File: config.mk
export PLATFORM = sky130hd
export DESIGN_NAME = adder_accumulator_8bit
export DESIGN_NICKNAME = d
export VERILOG_FILES = /design/src/rtl/adder_accumulator_8bit_pkg.sv /design/src/rtl/adder_accumulator_8bit_adder.sv /design/src/rtl/adder_accumulator_8bit.sv
export SDC_FILE = /design/constraint.sdc
export NUM_CORES = 1
export LEC_CHECK = 0
export ABC_AREA = 1
export BUFFER_PORTS_ARGS = -buffer_cell sky130_fd_sc_hd__buf_2
export CORE_MARGIN = 4
export CORE_UTILIZATION = 50
export CTS_BUF_LIST = sky130_fd_sc_hd__clkbuf_8 sky130_fd_sc_hd__clkbuf_16
export DETAILED_ROUTE_END_ITERATION = 10
export GPL_TIMING_DRIVEN = 0
export PLACE_DENSITY = 0.85
export RECOVER_POWER = 100
export SYNTH_ARGS = -nofsm -noshare
export SYNTH_HDL_FRONTEND = slang
export SYNTH_SLANG_ARGS = --single-unit
File: constraint.sdc
create_clock -name clk -period 4.5 [get_ports clk]
set_input_delay 0.45 -clock clk [delete_from_list [all_inputs] [get_ports clk]]
set_output_delay 0.45 -clock clk [all_outputs]
set_load 0.005 [all_outputs]
File: src/rtl/adder_accumulator_8bit_pkg.sv
// Shared definitions for the 8-bit adder accumulator.
//   state_e    : accumulator control state encoding
//   DATA_WIDTH : sample / accumulator width
package adder_accumulator_8bit_pkg;

    localparam int unsigned DATA_WIDTH = 8;

    typedef enum logic [1:0] {
        IDLE  = 2'd0,
        ACCUM = 2'd1,
        DONE  = 2'd2
    } state_e;

endpackage : adder_accumulator_8bit_pkg

File: src/rtl/adder_accumulator_8bit_adder.sv
// adder_8bit: plain unsigned 8-bit adder with carry-out.
//   a_in, b_in : operands
//   sum_out    : (a_in + b_in) mod 256
//   carry_out  : carry out of bit 7
module adder_8bit
    import adder_accumulator_8bit_pkg::*;
(
    input  logic [DATA_WIDTH-1:0] a_in,
    input  logic [DATA_WIDTH-1:0] b_in,
    output logic [DATA_WIDTH-1:0] sum_out,
    output logic                  carry_out
);

    logic [DATA_WIDTH:0] full_sum;

    always_comb begin
        full_sum  = {1'b0, a_in} + {1'b0, b_in};
        sum_out   = full_sum[DATA_WIDTH-1:0];
        carry_out = full_sum[DATA_WIDTH];
    end

endmodule : adder_8bit

File: src/rtl/adder_accumulator_8bit.sv
// adder_accumulator_8bit: accumulates a programmed number of 8-bit samples
// through adder_8bit, counting adder carry-outs (saturating).
//   clk, rst       : clock, async active-high reset
//   start_in       : begin a run (IDLE only), with count_in = sample count
//   data_in        : sample, accepted in ACCUM when data_valid_in is high
//   sum_out        : accumulator, modulo 256
//   ovf_count_out  : saturating carry-out count
//   busy_out       : high in ACCUM and DONE
//   done_out       : one-cycle completion pulse
module adder_accumulator_8bit
    import adder_accumulator_8bit_pkg::*;
#(
    parameter int unsigned OVF_WIDTH = 4
) (
    input  logic                  clk,
    input  logic                  rst,
    input  logic                  start_in,
    input  logic [DATA_WIDTH-1:0] count_in,
    input  logic [DATA_WIDTH-1:0] data_in,
    input  logic                  data_valid_in,
    output logic [DATA_WIDTH-1:0] sum_out,
    output logic [OVF_WIDTH-1:0]  ovf_count_out,
    output logic                  busy_out,
    output logic                  done_out
);

    localparam logic [OVF_WIDTH-1:0] OVF_MAX = '1;

    state_e                state_q, state_d;
    logic [DATA_WIDTH-1:0] acc_q,   acc_d;
    logic [OVF_WIDTH-1:0]  ovf_q,   ovf_d;
    logic [DATA_WIDTH-1:0] rem_q,   rem_d;

    logic [DATA_WIDTH-1:0] add_sum;
    logic                  add_carry;

    // Datapath adder: accumulator plus incoming sample.
    adder_8bit u_adder (
        .a_in      (acc_q),
        .b_in      (data_in),
        .sum_out   (add_sum),
        .carry_out (add_carry)
    );

    // State and datapath registers.
    always_ff @(posedge clk or posedge rst) begin
        if (rst) begin
            state_q <= IDLE;
            acc_q   <= '0;
            ovf_q   <= '0;
            rem_q   <= '0;
        end else begin
            state_q <= state_d;
            acc_q   <= acc_d;
            ovf_q   <= ovf_d;
            rem_q   <= rem_d;
        end
    end

    // Next-state and datapath update.
    always_comb begin
        state_d = state_q;
        acc_d   = acc_q;
        ovf_d   = ovf_q;
        rem_d   = rem_q;

        case (state_q)
            IDLE: begin
                if (start_in) begin
                    acc_d   = '0;
                    ovf_d   = '0;
                    rem_d   = count_in;
                    state_d = (count_in != '0) ? ACCUM : DONE;
                end
            end
            ACCUM: begin
                if (data_valid_in) begin
                    acc_d = add_sum;
                    if (add_carry && (ovf_q != OVF_MAX)) begin
                        ovf_d = ovf_q + OVF_WIDTH'(1);
                    end
                    rem_d = rem_q - DATA_WIDTH'(1);
                    // Last sample of the run.
                    if (rem_q == DATA_WIDTH'(1)) begin
                        state_d = DONE;
                    end
                end
            end
            DONE: begin
                state_d = IDLE;
            end
            default: begin
                state_d = IDLE;
            end
        endcase
    end

    // Outputs are direct decodes of the registered state and datapath.
    assign sum_out       = acc_q;
    assign ovf_count_out = ovf_q;
    assign busy_out      = (state_q == ACCUM) || (state_q == DONE);
    assign done_out      = (state_q == DONE);

endmodule : adder_accumulator_8bit
# Word-level counts from Yosys, hierarchy flattened

Index checks and enable logic that the tools add are counted.

Bits in registers: 22
Word-level logic and storage cells: 38
Output and inout bits: 14
Input port bits: 20

Eq/ne operators: 8
Reduce and logical (&&, ||, !) cells: 8
Mux-type cells: 15
Add/sub/neg operators: 3

Operators by type and width:

| cell                | count |
|---|---|
| $mux 8              | 4 |
| $pmux 8 s2          | 2 |
| $mux 4              | 3 |
| $add 8x8->9         | 1 |
| $eq 8x1->1 const B  | 1 |
| $mux 2              | 4 |
| $ne 2x2->1 const B  | 4 |
| $pmux 4 s2          | 1 |
| $reduce_bool 8->1   | 1 |
| $sub 8x1->8 const B | 1 |
| $reduce_and 3->1    | 2 |
| $add 4x1->4 const B | 1 |
| $ne 4x4->1 const B  | 1 |
| $pmux 2 s2          | 1 |
| $reduce_and 4->1    | 1 |
| $eq 2x1->1 const B  | 1 |
| $eq 2x2->1 const B  | 1 |
| $logic_not 2->1     | 1 |
| $reduce_bool 2->1   | 1 |
| $logic_and 1x1->1   | 1 |
| $logic_or 1x1->1    | 1 |

# Longest topological paths before layout

Word-level depth: 5
Gate-level depth with buffers: 11
Mapped depth without buffers: 11

# By module

From an unflattened synthesis, not the netlist that was laid out.

Cells, all modules: 239
Area, all modules: 1714.1 um^2

Modules (own cells, without submodules):

| module                 | seq. area each (um^2) | area an instance (um^2) | instances | cells an instance |
|---|---|---|---|---|
| adder_accumulator_8bit | 550.5                 | 1337.5                  | 1         | 180 |
| adder_8bit             | 0.0                   | 376.6                   | 1         | 59 |

# Least setup slack after synthesis

No wires, ideal clock.

Path kind: input to register
Start: input data_in[0]
End: register ovf_q[0], in the netlist ovf_count_out[0]
Path buffers: 0
Path slack: 2.756 ns
Stages on the path: 11
Required time: 4.435 ns
Setup time: 0.065 ns
Arrival: 1.679 ns
Path through: ha_1 > fa_1 > nand3_1 > nand3_1 > nand2_1 > nand2_1 > nand2_1 > nand2_1 > nand2_1 > nand2_1 > nand2_1

Longest elaborated chain between the ends: 4

Ends and longest elaborated chain:

| item                              | RTL line                           | RTL |
|---|---|---|
| start, declared                   | adder_accumulator_8bit.sv:19       | `input logic [DATA_WIDTH-1:0] data_in,` |
| $add 8x8->9                       | adder_accumulator_8bit_adder.sv:17 | `full_sum = {1'b0, a_in} + {1'b0, b_in};` |
| $logic_and 1x1->1                 | adder_accumulator_8bit.sv:79       | `if (add_carry && (ovf_q != OVF_MAX)) begin` |
| $ne 2x2->1 (no source line)       | n/a                                |  |
| $reduce_and 4->1 (no source line) | n/a                                |  |
| end signal, assigned              | adder_accumulator_8bit.sv:55       | `ovf_q <= ovf_d;` |
| end, declared                     | adder_accumulator_8bit.sv:31       | `logic [OVF_WIDTH-1:0] ovf_q, ovf_d;` |

Every way passes these cells.
A chain may end at the register's enable or synchronous reset.

# Worst setup path in the final report

Start: register state_q[1]
End: register rem_q[4]

Longest elaborated chain between the ends: 3
Elaborated cells on any way between the ends: 7
Those cells by class: 3 x eq/ne; 1 x mux; 3 x reduce/logical

Ends and longest elaborated chain:

| item                                                             | RTL line                     | RTL |
|---|---|---|
| start, declared                                                  | adder_accumulator_8bit.sv:29 | `state_e state_q, state_d;` |
| start signal, assigned                                           | adder_accumulator_8bit.sv:53 | `state_q <= state_d;` |
| $eq 2x1->1 or $logic_not 2->1 (tied branches)                    | adder_accumulator_8bit.sv:67 | `case (state_q)` |
| $ne 2x2->1 (no source line) or $reduce_bool 2->1 (tied branches) | n/a                          |  |
| $reduce_and 3->1 (no source line)                                | n/a                          |  |
| end signal, assigned                                             | adder_accumulator_8bit.sv:56 | `rem_q <= rem_d;` |
| end, declared                                                    | adder_accumulator_8bit.sv:32 | `logic [DATA_WIDTH-1:0] rem_q, rem_d;` |

Several ways; a longest one is shown, not always the timed one.

==> metrics.md <==
| Metric | Value |
|---|---|
| Leakage | 0.00101 uW |
| Worst Hold Class | input pin to async pin |
| Final wirelength | 3400 um |
| GRT Total Usage | 17.5% |
| Slew @ Worst Pin | 825 ps |
| Clock network power share | 10.9% |
| TritonCTS clock tree | yes |
| DRC violations left | 0 |
| Vias in the first global route | 1435 |
| Layout area overhead | 13.3% |
| Status | complete, no violations |
| Mapped Avg Cell Area | 7.29 um2 |
| RD Place Congestion | 0.879 |
| Reg-to-Reg Start | state_q[1] |
| Cell Area, Synth | 0.00160 mm2 |
| Cts hold-fix bufs | 0 |
| IO Pins | 34 |
| Number of synthesized register bits | 22 |
| DRC marker count from the first detailed-route iteration | 100 |
| CTS Buf Count | 3 |
| Fillers | 291 |
| CTS sink cnt | 22 |
| Switch share | 48.4% |
| Die width | 64.6 um |
| Comb power frac | 58.7% |
| Sw power | 545 uW |
| Antenna violations before repair | 0 |
| R2r setup slk | 1830 ps |
| Total number of vias | 1543 |
| Cell Pwr Density | 620 mW/mm2 |
| Achievable frequency | 0.375 GHz |
| # port buffers | 33 |
| Post-detail-place hpwl | 2640 um |
| Pins Over Slew Limit | 0 |
| Root buf cell | clkbuf_8 |
| Clock-pin slew on the worst setup and hold paths | 80 ps |
| Post-synthesis sequential area ratio | 34.3% |
| Sequential power share | 30.5% |
| Unique cell type count in the Yosys netlist | 28 |
| Unrepaired setup endpoints after global routing | false |
| CTS Buffer Depth | 2 |
| Antenna diodes | 0 |
| Req. time, crit path | 4640 ps |
| Via density | 5.14 |
| Maxcap violations | 0 |
| Final period util | 59.3% |
| Post-CTS setup buffers | 0 |
| Mapped Nets | 255 |
| Final setup vio count | 0 |
| Largest net degree at the start of global routing | 23 |
| Routed len/inst | 11.3 um |
| Die area | 0.00418 mm2 |
| First-pass GRT wire length | 5920 um |
| Slew headroom | 44.9% |
| H-tree depth | 1 |
| Latest clock arrival within the worst-skew pair | 260 ps |
| Initial Utilization | 52.5% |
| Cells after synthesis | 220 |
| Min Tclk post-route | 2670 ps |
| R2r endpoint | rem_q[4] |
| CP max FO | 10 |
| Placement row count | 20 |
| Reg2Reg Depth | 10 |
| Maximum VDD drop | 0.309 mV |
| Nets | 293 |
| Crit end category | flop |
| Setup TNS | 0 ps |
| Gr ovfl total | 0 |
| Startpoint types | flop |
| Synth Warn # | 0 |
| Worst clock skew | 3.78 ps |
| Drt first pass iters | 4 |
| Crit path arrival time | 2800 ps |
| Worst Path Class, Setup | flop to flop |
| Antenna violation net count after detailed routing | 0 |
| Core Area | 0.00305 mm2 |
| Layout cell share with drive strength beyond 1 | 13.7% |
| Hold Vio Cnt, Final | 0 |
| Pint | 581 uW |
| Post-cts sizing count | 0 |
| Min Hold Slack | 340 ps |
| Die Height | 64.6 um |
| Power Total | 1130 uW |
-- layout by cell type (no fill, tap or decap) --
master | synthesis | layout
o22ai_1 | 1 | 1
buf_2 | 1 | 29
inv_1 | 22 | 25
nor2_1 | 21 | 21
o211ai_1 | 3 | 3
xnor2_1 | 1 | 1
clkbuf_8 | 0 | 3
xor2_1 | 2 | 2
nand3_1 | 18 | 18
o21ai_0 | 17 | 20
nand4_1 | 2 | 2
or2_2 | 1 | 1
o21ai_1 | 3 | 1
a22o_1 | 2 | 2
ha_1 | 14 | 14
a21oi_1 | 9 | 9
nand2_1 | 66 | 67
nor3_1 | 1 | 1
fa_1 | 1 | 1
clkbuf_1 | 0 | 8
nor2_4 | 1 | 1
clkinvlp_2 | 0 | 1
dfrtp_1 | 22 | 22
o21a_1 | 1 | 1
nand3b_1 | 2 | 2
-- per-stage QoR --
step	utilization, %	cells	setup WS (ps)	cell area (um2)
detailed placement	59.7	297	2450	1820
finish	59.5	300	1830	1820
CTS	61.1	300	2610	1860
global route	59.5	300	1490	1820
global placement	59.7	297	2490	1820
floorplan	-	220	2760	1600
-- state kept, by name, indices dropped and copies added, names as in the netlist --
name / count
rem_q: 8
sum_out: 8
ovf_count_out: 4
state_q: 2
-- cell usage after synthesis, drive strengths merged --
library cell | n | area share (%)
nand4 | 2 | 0.78
o21a | 1 | 0.47
o21ai | 21 | 7.3
buf | 4 | 2.2
nor2 | 22 | 5.6
or2 | 1 | 0.39
xnor2 | 1 | 0.55
o22ai | 1 | 0.39
fa | 1 | 1.2
a21oi | 9 | 2.8
nand3 | 18 | 5.6
a22o | 2 | 1.1
ha | 14 | 11
xor2 | 2 | 1.1
inv | 26 | 6.4
dfrtp | 22 | 34
nand2 | 67 | 16
nor3 | 1 | 0.31
nand3b | 2 | 0.94
o211ai | 3 | 1.4
-- how the worst max path moves through the flow --
stage / from / end / slack, ps / cells past startpoint
2_1_floorplan: data_in[0] / ovf_count_out[0] / 2760 / 11
3_3_place_gp: data_in[0] / ovf_count_out[3] / 2490 / 12
3_5_place_dp: data_in[0] / ovf_count_out[0] / 2450 / 12
4_1_cts: sum_out[0] / ovf_count_out[0] / 2610 / 11
5_1_grt: state_q[1] / rem_q[4] / 1490 / 10
6_report: state_q[1] / rem_q[4] / 1830 / 10
-- critical path, stage by stage, from the launching register on --
cell and delay [ps]:
dfrtp_1 400, inv_1 80, ha_1 140, clkbuf_1 250
clkinvlp_2 380, o21ai_0 470, inv_1 210, nand2_1 200
inv_1 150, o21ai_0 160, o21ai_1 90
-- kinds of logic after synthesis --
logic type / share of synthesized area [%]
and+or+nand+nor: 29.8
AOI/OAI and AO/OA: 13.4
buffers and inverters: 8.59
DFF: 34.3
adders and majority gates: 12.2
xor gates and xnor gates: 1.64
-- routing by layer --
layer / wire length, um / part of all wire, % / global-route usage (%) / vias to the layer above
met5: 0 / 0 / 0 / -
met1: 1590 / 47 / 22.3 / 711
met2: 1600 / 47 / 30.7 / 41
li1: - / - / - / 787
met3: 170 / 5.0 / 1.91 / 4
met4: 34 / 1.0 / 6.33 / 0
-- layout make-up --
cell class	instances	area, um2	share of cell area [%]
multi-input cells	168	896	49.3
flip-flops and latches	22	551	30.3
repair buffers	33	159	8.75
inverters	26	98.8	5.44
well taps	44	55.1	3.03
clock buffers	3	41.3	2.27
plain buffers	4	16.3	0.895
-- power groups by stage --
stage / Combinational, uW / Sequential [uW] / Clock, uW
2_1_floorplan: 543 / 338 / 0
3_3_place_gp: 699 / 342 / 0
3_5_place_dp: 714 / 345 / 0
4_1_cts: 721 / 341 / 125
5_1_grt: 764 / 356 / 137
6_report: 661 / 343 / 122
(Power assumes the default switching activity.)
